File: config.mk
export PLATFORM = sky130hd
export DESIGN_NAME = cpu_bus_arbiter_flat
export DESIGN_NICKNAME = d
export VERILOG_FILES = /design/src/rtl/cpu_bus_arbiter_if.sv /design/src/rtl/cpu_bus_arbiter.sv /design/src/flat_wrapper.sv
export SDC_FILE = /design/constraint.sdc
export NUM_CORES = 1
export LEC_CHECK = 0
export ABC_AREA = 1
export CORE_UTILIZATION = 45
export DETAILED_ROUTE_END_ITERATION = 10
export PLACE_DENSITY = 0.92
export SLEW_MARGIN = 20
export SYNTH_ARGS = -nofsm -noshare
export SYNTH_HDL_FRONTEND = slang
export SYNTH_SLANG_ARGS = --single-unit
File: constraint.sdc
create_clock -name iCLK -period 4.6 [get_ports iCLK]
set_input_delay 1.15 -clock iCLK [delete_from_list [all_inputs] [get_ports iCLK]]
set_output_delay 1.15 -clock iCLK [all_outputs]
set_load 0.01 [all_outputs]
File: src/rtl/cpu_bus_arbiter_if.sv
// Bus bundle between CPU masters / memory and the arbiter.
// The slave view is the arbiter; the master view is everything around it.
interface cpu_bus_arbiter_if #(
    parameter int NMASTERS = 2,
    parameter int ADDR_W   = 32,
    parameter int DATA_W   = 32
);
    logic [NMASTERS-1:0]          iReq;
    logic [NMASTERS-1:0]          iWe;
    logic [NMASTERS*DATA_W/8-1:0] iByteEnable;
    logic [NMASTERS*ADDR_W-1:0]   iAddress;
    logic [NMASTERS*DATA_W-1:0]   iWriteData;
    logic [NMASTERS-1:0]          oAck;
    logic [DATA_W-1:0]            oReadData;
    logic [NMASTERS-1:0]          oGrant;
    logic                         oBusy;
    logic                         oMemRE;
    logic                         oMemWE;
    logic [DATA_W/8-1:0]          oMemByteEnable;
    logic [ADDR_W-1:0]            oMemAddress;
    logic [DATA_W-1:0]            oMemWriteData;
    logic [DATA_W-1:0]            iMemReadData;

    modport slave (
        input  iReq, iWe, iByteEnable, iAddress, iWriteData, iMemReadData,
        output oAck, oReadData, oGrant, oBusy, oMemRE, oMemWE,
               oMemByteEnable, oMemAddress, oMemWriteData
    );

    modport master (
        output iReq, iWe, iByteEnable, iAddress, iWriteData, iMemReadData,
        input  oAck, oReadData, oGrant, oBusy, oMemRE, oMemWE,
               oMemByteEnable, oMemAddress, oMemWriteData
    );
endinterface

File: src/rtl/cpu_bus_arbiter.sv
// Merges NMASTERS request/ack CPU ports onto one memory port, one transaction
// at a time, with fixed-priority or round-robin arbitration.
//
// state  | meaning
// IDLE   | no transaction; arbitrate and latch the winner's request
// ACCESS | first memory cycle (write strobe, or read start)
// WAIT   | read latency countdown, address held stable
// DONE   | ack pulse to the owner, bus released next cycle
module cpu_bus_arbiter #(
    parameter int NMASTERS = 2,
    parameter int ADDR_W   = 32,
    parameter int DATA_W   = 32,
    parameter int READ_LAT = 1,
    parameter int RR_MODE  = 1
) (
    input logic iCLK,
    input logic iRST,
    cpu_bus_arbiter_if.slave bus
);
    localparam int BE_W  = DATA_W / 8;
    localparam int IDX_W = (NMASTERS > 1) ? $clog2(NMASTERS) : 1;

    typedef enum logic [1:0] {IDLE, ACCESS, WAIT, DONE} state_t;

    state_t            state;
    logic [IDX_W-1:0]  rrPtr;
    logic [IDX_W-1:0]  winIdx;
    logic [IDX_W-1:0]  winner;
    logic [3:0]        latCnt;
    logic              anyReq;
    logic              lastCycle;
    logic              selWe;
    logic [BE_W-1:0]   selBe;
    logic [ADDR_W-1:0] selAddr;
    logic [DATA_W-1:0] selData;

    // Scan downward so the surviving hit is the first requester at/after rrPtr.
    // rrPtr never leaves 0 in fixed-priority mode, which makes this lowest-index-wins.
    always_comb begin
        winner = '0;
        for (int k = NMASTERS - 1; k >= 0; k--) begin
            if (bus.iReq[(int'(rrPtr) + k) % NMASTERS]) begin
                winner = IDX_W'((int'(rrPtr) + k) % NMASTERS);
            end
        end
    end

    assign anyReq  = |bus.iReq;
    assign selWe   = bus.iWe[winner];
    assign selBe   = bus.iByteEnable[int'(winner) * BE_W +: BE_W];
    assign selAddr = bus.iAddress[int'(winner) * ADDR_W +: ADDR_W];
    assign selData = bus.iWriteData[int'(winner) * DATA_W +: DATA_W];

    assign lastCycle = ((state == ACCESS) && (bus.oMemWE || (READ_LAT == 1))) ||
                       ((state == WAIT) && (latCnt == 4'd1));

    always_ff @(posedge iCLK) begin
        if (!iRST) begin
            state              <= IDLE;
            rrPtr              <= '0;
            winIdx             <= '0;
            latCnt             <= '0;
            bus.oAck           <= '0;
            bus.oReadData      <= '0;
            bus.oGrant         <= '0;
            bus.oBusy          <= 1'b0;
            bus.oMemRE         <= 1'b0;
            bus.oMemWE         <= 1'b0;
            bus.oMemByteEnable <= '0;
            bus.oMemAddress    <= '0;
            bus.oMemWriteData  <= '0;
        end else begin
            case (state)
                IDLE: begin
                    bus.oAck <= '0;
                    if (anyReq) begin
                        winIdx             <= winner;
                        bus.oGrant         <= {{(NMASTERS-1){1'b0}}, 1'b1} << winner;
                        bus.oBusy          <= 1'b1;
                        bus.oMemWE         <= selWe;
                        bus.oMemRE         <= ~selWe;
                        bus.oMemByteEnable <= selBe;
                        bus.oMemAddress    <= selAddr;
                        bus.oMemWriteData  <= selData;
                        state              <= ACCESS;
                    end
                end
                ACCESS, WAIT: begin
                    if (lastCycle) begin
                        if (bus.oMemRE) begin
                            bus.oReadData <= bus.iMemReadData;
                        end
                        bus.oMemRE         <= 1'b0;
                        bus.oMemWE         <= 1'b0;
                        bus.oMemByteEnable <= '0;
                        bus.oMemAddress    <= '0;
                        bus.oMemWriteData  <= '0;
                        bus.oAck           <= bus.oGrant;
                        state              <= DONE;
                    end else if (state == ACCESS) begin
                        latCnt <= 4'(READ_LAT - 1);
                        state  <= WAIT;
                    end else begin
                        latCnt <= latCnt - 4'd1;
                    end
                end
                DONE: begin
                    bus.oAck   <= '0;
                    bus.oGrant <= '0;
                    bus.oBusy  <= 1'b0;
                    if (RR_MODE != 0) begin
                        rrPtr <= (winIdx == IDX_W'(NMASTERS - 1)) ? '0 : winIdx + 1'b1;
                    end
                    state <= IDLE;
                end
                default: state <= IDLE;
            endcase
        end
    end
endmodule
File: src/flat_wrapper.sv
// flat-port wrapper written by rule: the top's interface ports become plain ports
module cpu_bus_arbiter_flat 
#(
    parameter int NMASTERS = 2,
    parameter int ADDR_W   = 32,
    parameter int DATA_W   = 32,
    parameter int READ_LAT = 1,
    parameter int RR_MODE  = 1
)
  (iCLK, iRST, bus_iReq, bus_iWe, bus_iByteEnable, bus_iAddress, bus_iWriteData, bus_iMemReadData, bus_oAck, bus_oReadData, bus_oGrant, bus_oBusy, bus_oMemRE, bus_oMemWE, bus_oMemByteEnable, bus_oMemAddress, bus_oMemWriteData);
  cpu_bus_arbiter_if #(.NMASTERS(NMASTERS), .ADDR_W(ADDR_W), .DATA_W(DATA_W)) bus_i ();
  input logic iCLK;
  input logic iRST;
  input wire logic [$bits(bus_i.iReq)-1:0] bus_iReq;
  input wire logic [$bits(bus_i.iWe)-1:0] bus_iWe;
  input wire logic [$bits(bus_i.iByteEnable)-1:0] bus_iByteEnable;
  input wire logic [$bits(bus_i.iAddress)-1:0] bus_iAddress;
  input wire logic [$bits(bus_i.iWriteData)-1:0] bus_iWriteData;
  input wire logic [$bits(bus_i.iMemReadData)-1:0] bus_iMemReadData;
  output wire logic [$bits(bus_i.oAck)-1:0] bus_oAck;
  output wire logic [$bits(bus_i.oReadData)-1:0] bus_oReadData;
  output wire logic [$bits(bus_i.oGrant)-1:0] bus_oGrant;
  output wire logic [$bits(bus_i.oBusy)-1:0] bus_oBusy;
  output wire logic [$bits(bus_i.oMemRE)-1:0] bus_oMemRE;
  output wire logic [$bits(bus_i.oMemWE)-1:0] bus_oMemWE;
  output wire logic [$bits(bus_i.oMemByteEnable)-1:0] bus_oMemByteEnable;
  output wire logic [$bits(bus_i.oMemAddress)-1:0] bus_oMemAddress;
  output wire logic [$bits(bus_i.oMemWriteData)-1:0] bus_oMemWriteData;
  assign bus_i.iReq = bus_iReq;
  assign bus_i.iWe = bus_iWe;
  assign bus_i.iByteEnable = bus_iByteEnable;
  assign bus_i.iAddress = bus_iAddress;
  assign bus_i.iWriteData = bus_iWriteData;
  assign bus_i.iMemReadData = bus_iMemReadData;
  assign bus_oAck = bus_i.oAck;
  assign bus_oReadData = bus_i.oReadData;
  assign bus_oGrant = bus_i.oGrant;
  assign bus_oBusy = bus_i.oBusy;
  assign bus_oMemRE = bus_i.oMemRE;
  assign bus_oMemWE = bus_i.oMemWE;
  assign bus_oMemByteEnable = bus_i.oMemByteEnable;
  assign bus_oMemAddress = bus_i.oMemAddress;
  assign bus_oMemWriteData = bus_i.oMemWriteData;
  cpu_bus_arbiter #(.NMASTERS(NMASTERS), .ADDR_W(ADDR_W), .DATA_W(DATA_W), .READ_LAT(READ_LAT), .RR_MODE(RR_MODE)) u_core (.iCLK(iCLK), .iRST(iRST), .bus(bus_i));
endmodule
* Word-level counts from Yosys, hierarchy flattened *
Index checks and enable logic that the tools add are counted.

operators by class
  add/subtract/negate cells = 3
  shifts and indexed selects = 4
  reductions and logical operators = 14
  $lt $le $gt $ge = 3
  multiplexer cells = 34
  eq/ne operators = 7
  bitwise operators = 3

operator list
  kind                                                 number
  case mux 32 bit (2 select lines)                     2
  variable part select 64 x 7 -> 32 bit                2
  two-way mux 32 bit                                   3
  two-way mux 1 bit                                    14
  two-way mux 4 bit                                    3
  two-way mux 2 bit                                    5
  case mux 2 bit (2 select lines)                      2
  case mux 4 bit (2 select lines)                      1
  AND reduction 2 bit                                  4
  variable part select 8 x 4 -> 4 bit                  1
  case mux 1 bit (2 select lines)                      3
  case mux 2 bit (3 select lines)                      1
  AND reduction 3 bit                                  2
  OR reduction 2 bit                                   3
  == test 2 bit (second input constant)                2
  == test 4 x 1 -> 1 bit (second input constant)       1
  < comparator 1 x 2 -> 1 bit (second input constant)  2
  != test 2 x 1 -> 1 bit (second input constant)       2
  nonzero test 2 bit                                   2
  subtractor 4 x 1 -> 4 bit (second input constant)    1
  < comparator 2 x 3 -> 1 bit (second input constant)  1
  != test 3 x 1 -> 1 bit (second input constant)       1
  adder 1 bit (second input constant)                  2
  == test 2 x 1 -> 1 bit (second input constant)       1
  other kinds (6)                                      7

word-level totals
  register bits after elaboration = 115
  input bits = 174
  output and inout port bits = 107
  word-level logic and storage cells = 81

* Logic depth before layout (Yosys ltp) *
  word-level depth = 12
  mapped depth = 12
  gate-level depth less buffers = 10

* Least setup slack after synthesis *
OpenSTA, ideal clock, no wires.

  path kind = input -> register
  from = input bus_iReq[1]
  to = register u_core.bus.oMemAddress[0] in the netlist's numbering
  arrival = 2,137 ps
  required time = 4,486 ps
  slack = 2,349 ps
  buffers on the path = 3
  stages = 8
  setup time = 114 ps
  cells stage by stage = buf_2 > nor2_1 > a21oi_2 > nand2_2 > buf_6 > buf_2 > a21oi_1 > nor2_1

on the way
  word-level cells in the longest chain between the ends = 8
  elaborated cells on any way between the ends = 13
  classes of those cells = eq/ne (1); shift (1); mux (9); reduce/logical (2)

RTL lines
  item                                                   line                      RTL
  start, declared                                        flat_wrapper.sv:14        input wire logic [$bits(bus_i.iReq)-1:0] bus_iReq;
  two-way mux 1 bit (not written as such) (3 in series)  cpu_bus_arbiter.sv:42     if (bus.iReq[(int'(rrPtr) + k) % NMASTERS]) begin
  two-way mux 1 bit (2 in series)                        cpu_bus_arbiter.sv:42
  variable part select 64 x 7 -> 32 bit                  cpu_bus_arbiter.sv:51     assign selAddr = bus.iAddress[int'(winner) * ADDR_W +: ADDR_W];
  two-way mux 32 bit                                     cpu_bus_arbiter.sv:76     if (anyReq) begin
  case mux 32 bit (2 select lines)                       cpu_bus_arbiter.sv:73     case (state)
  end signal, assigned                                   cpu_bus_arbiter.sv:83     bus.oMemAddress <= selAddr;
  end, declared                                          cpu_bus_arbiter_if.sv:27  oMemByteEnable, oMemAddress, oMemWriteData

Several ways; a longest one is shown, not always the timed one. The select of a mux whose other input is x is not followed.
A chain may end at the register's enable or synchronous reset.

* Final worst setup path *
  from = input bus_iReq[1]
  to = register u_core.bus.oMemWriteData[21] in the netlist's numbering

on the way
  word-level cells in the longest chain between the ends = 8
  elaborated cells on any way between the ends = 13
  classes of those cells = eq/ne (1); shift (1); mux (9); reduce/logical (2)

RTL lines
  item                                                   line                      RTL
  two-way mux 1 bit (not written as such) (3 in series)  cpu_bus_arbiter.sv:42
  two-way mux 1 bit (2 in series)                        cpu_bus_arbiter.sv:42
  variable part select 64 x 7 -> 32 bit                  cpu_bus_arbiter.sv:52     assign selData = bus.iWriteData[int'(winner) * DATA_W +: DATA_W];
  two-way mux 32 bit                                     cpu_bus_arbiter.sv:76
  case mux 32 bit (2 select lines)                       cpu_bus_arbiter.sv:73
  end signal, assigned                                   cpu_bus_arbiter.sv:84     bus.oMemWriteData <= selData;
  end, declared                                          cpu_bus_arbiter_if.sv:27

Several ways; a longest one is shown, not always the timed one. The select of a mux whose other input is x is not followed.

==> impl_metrics.ini <==
[outcome]
outcome = completed

[timing]
final.setup_skew_ns = 0.00973
worst_pin_slew_ns = 0.808
drv_slew = 0
grt_setup_unrepaired = no
achievable-frequency_mhz = 317
min_tclk_post_route_ns = 3.15
max_slew_margin = 0.461
worst_hold_slack_ns = 0.437
report.final.setup_viol = 0
final.period_utilization = 0.685
final.setup.tns_ns = 0
number_of_hold_violations_in_the_final_report = 0

[placed_design]
place_hpwl_mm = 12.3
globalplace.congestion = 0.826
numPortBuffers = 280

[setup_path]
cp-end-kind = flip-flop
cp_max_fo = 70
worst_ep_arrival_time_ns = 3.45
crit_type = in2reg
critical_path_required_ns = 4.90
startpoint_type = primary input

[pwr]
powerDensity_nw_per_um2 = 639
peakVddDrop_uv = 476
power.leakage_nw = 4.07

[final_layout]
fillCellCount = 977
diodes = 0
area.growth.synth_to_final_pct = 57.8
drive_gt1_frac = 0.0663
final_nets = 1345

[synthesis]
asyncSetResetFlopFracSynth = 0
synth_largest_type_area_fraction = 0.387
synth_nets = 1101
post_synth_most_frequent_cells = nand2_1 (195), a21oi_1 (174), inv_1 (152)
synth-seq-cells = 115
synth.area.top_cells = dfxtp_1 (39%), a21oi_1 (15%), nand2_1 (12%)
synthDistinctLibCells = 20
synth_area_sq_um = 5950
syn_area_per_cell_sq_um = 6.47
synth_seq_area_share = 0.387
synth_edf_count = 0
synth_cells = 920
synth-main-ff-cell = dfxtp_1
ys_warn_count = 0
synth_top_cell_by_area = dfxtp_1
most_frequent_cell_after_synthesis = nand2_1

[drt]
route.detailed.drc = 0
drt-initial-drc-count = 493
detail_route.wl_per_cell_microns = 13.5
overall_routed_net_length_mm = 18.2
dr.pass1.iters = 5
routed-via-count = 6530
avgViaCountPerCell = 4.84
route.antenna.remaining_nets = 0

[global_routing]
grt_pass1_wl_mm = 27.2
grt_antenna_before_repair = 0
global_route.usage.total = 0.256
grt_max_degree = 134
overflow = 0
vias_in_the_first_global_route = 5793

[job]
cap_violations = 0

[min_path]
holdCritPathClass = reg2reg

[clock_network]
clockBufferDepth = 2
cts_tree = built
cts_made_buffers = 17
cts.repair_timing.setup_buffer_count = 0
clk_lat_worst_skew_ns = 0.41
cts-hold-fix-buffers = 0
worst_setup_hold_path_clk_slew_ns = 0.05
tritoncts_num_sinks = 115
cts.root.buffer_cell = clkbuf_16
cts_repair_resize_count = 0
htree_levels = 4

[floorplan]
fp-row-count = 41
boundaryPins = 281
die_w_microns = 117
die_area_sq_um = 13700
die_height_microns = 117
initial_utilization = 0.466
core_sq_um = 12800
==> state kept, by name (all words and copies together) (netlist names) <==
signal and count:
u_core.state 2, u_core.bus.oMemByteEnable 4, u_core.winIdx 1, u_core.bus.oMemWriteData 32
u_core.bus.oGrant 2, u_core.bus.oReadData 32, u_core.bus.oMemAddress 32, u_core.bus.oAck 2
u_core.latCnt 4, u_core.bus.oMemWE 1, u_core.rrPtr 1, u_core.bus.oBusy 1
u_core.bus.oMemRE 1
==> final timing paths <==
| path | cells after the start | endpoint | slack, ns | from |
|---|---|---|---|---|
| setup / recovery | 7 | u_core.bus.oMemWriteData[21] | 1.45 | bus_iReq[1] |
| hold / removal | 1 | u_core.rrPtr | 0.44 | u_core.winIdx |
| setup reg to reg | 8 | u_core.bus.oMemWriteData[21] | 1.58 | u_core.state[1] |
| hold reg to reg | 1 | u_core.rrPtr | 0.44 | u_core.winIdx |
==> layout make-up <==
type	instances	area (sq um)	area share
timing repair buffer	290	2870	0.306
inverter	152	571	0.0608
multi-input combinational	588	2810	0.300
clock inverter	8	124	0.0132
sequential	115	2300	0.245
clock buffer	24	492	0.0524
tap	172	215	0.0229
==> cell families (layout without fill, tap and decap cells) <==
| kind of cell | count (synthesis) | after routing | synth area share |
|---|---|---|---|
| flip-flops | 115 | 115 | 0.387 |
| AO/OA/AOI/OAI | 180 | 180 | 0.152 |
| buffers and inverters | 217 | 474 | 0.146 |
| adder cells (fa/ha/maj) | 7 | 7 | 0.0147 |
| XOR/XNOR | 1 | 1 | 0.00147 |
| AND/OR/NAND/NOR | 400 | 400 | 0.299 |
==> stage by stage <==
step | power (mW) | utilization | cells | area, sq um | setup WS [ns]
final | 6.00 | 0.735 | 1349 | 9390 | 1.45
after global routing | 6.49 | 0.735 | 1349 | 9390 | 1.26
after CTS | 6.01 | 0.734 | 1349 | 9380 | 1.56
after detailed placement | 4.61 | 0.686 | 1317 | 8770 | 1.11
after global placement | 4.53 | 0.686 | 1317 | 8770 | 1.17
after floorplan | 3.61 | - | 920 | 5950 | 2.35
==> layer usage <==
metal | part of all wire | wire (microns) | track usage
met2 | 0.49 | 8890 | 0.439
met1 | 0.39 | 7200 | 0.283
met4 | 0.027 | 485 | 0.124
met5 | 0 | 0 | 0
met3 | 0.091 | 1660 | 0.0922
==> where the power goes <==
| part | switching (mW) | total, mW | leakage, nW | internal, mW |
|---|---|---|---|---|
| registers | 0.146 | 1.44 | 0.945 | 1.29 |
| logic | 1.93 | 3.20 | 2.83 | 1.27 |
| clock network | 0.453 | 1.36 | 0.296 | 0.908 |
| total | 2.53 | 6.00 | 4.07 | 3.46 |
==> worst max-delay path, stage by stage <==
cell and delay (ns):
clkdlybuf4s50_1 0.69, nor2_1 0.12, a21oi_2 0.31, nand2_4 0.46
buf_4 0.43, a21oi_1 0.21, nor2_1 0.06
==> layout by cell type, fill, tap and decap left out, drive strengths merged <==
| master | Yosys | final |
|---|---|---|
| clkinv | 0 | 3 |
| buf | 25 | 11 |
| ha | 7 | 7 |
| nand2 | 196 | 196 |
| nor3 | 1 | 1 |
| clkbuf | 40 | 24 |
| clkinvlp | 0 | 2 |
| bufinv | 0 | 3 |
| nand4 | 32 | 32 |
| a21oi | 175 | 175 |
| inv | 152 | 152 |
| nand3 | 25 | 25 |
| or2 | 65 | 65 |
| o21ai | 5 | 5 |
| clkdlybuf4s50 | 0 | 279 |
| dfxtp | 115 | 115 |
| xor2 | 1 | 1 |
| nor2 | 81 | 81 |
Note: power is estimated with default switching activity, not from simulation.
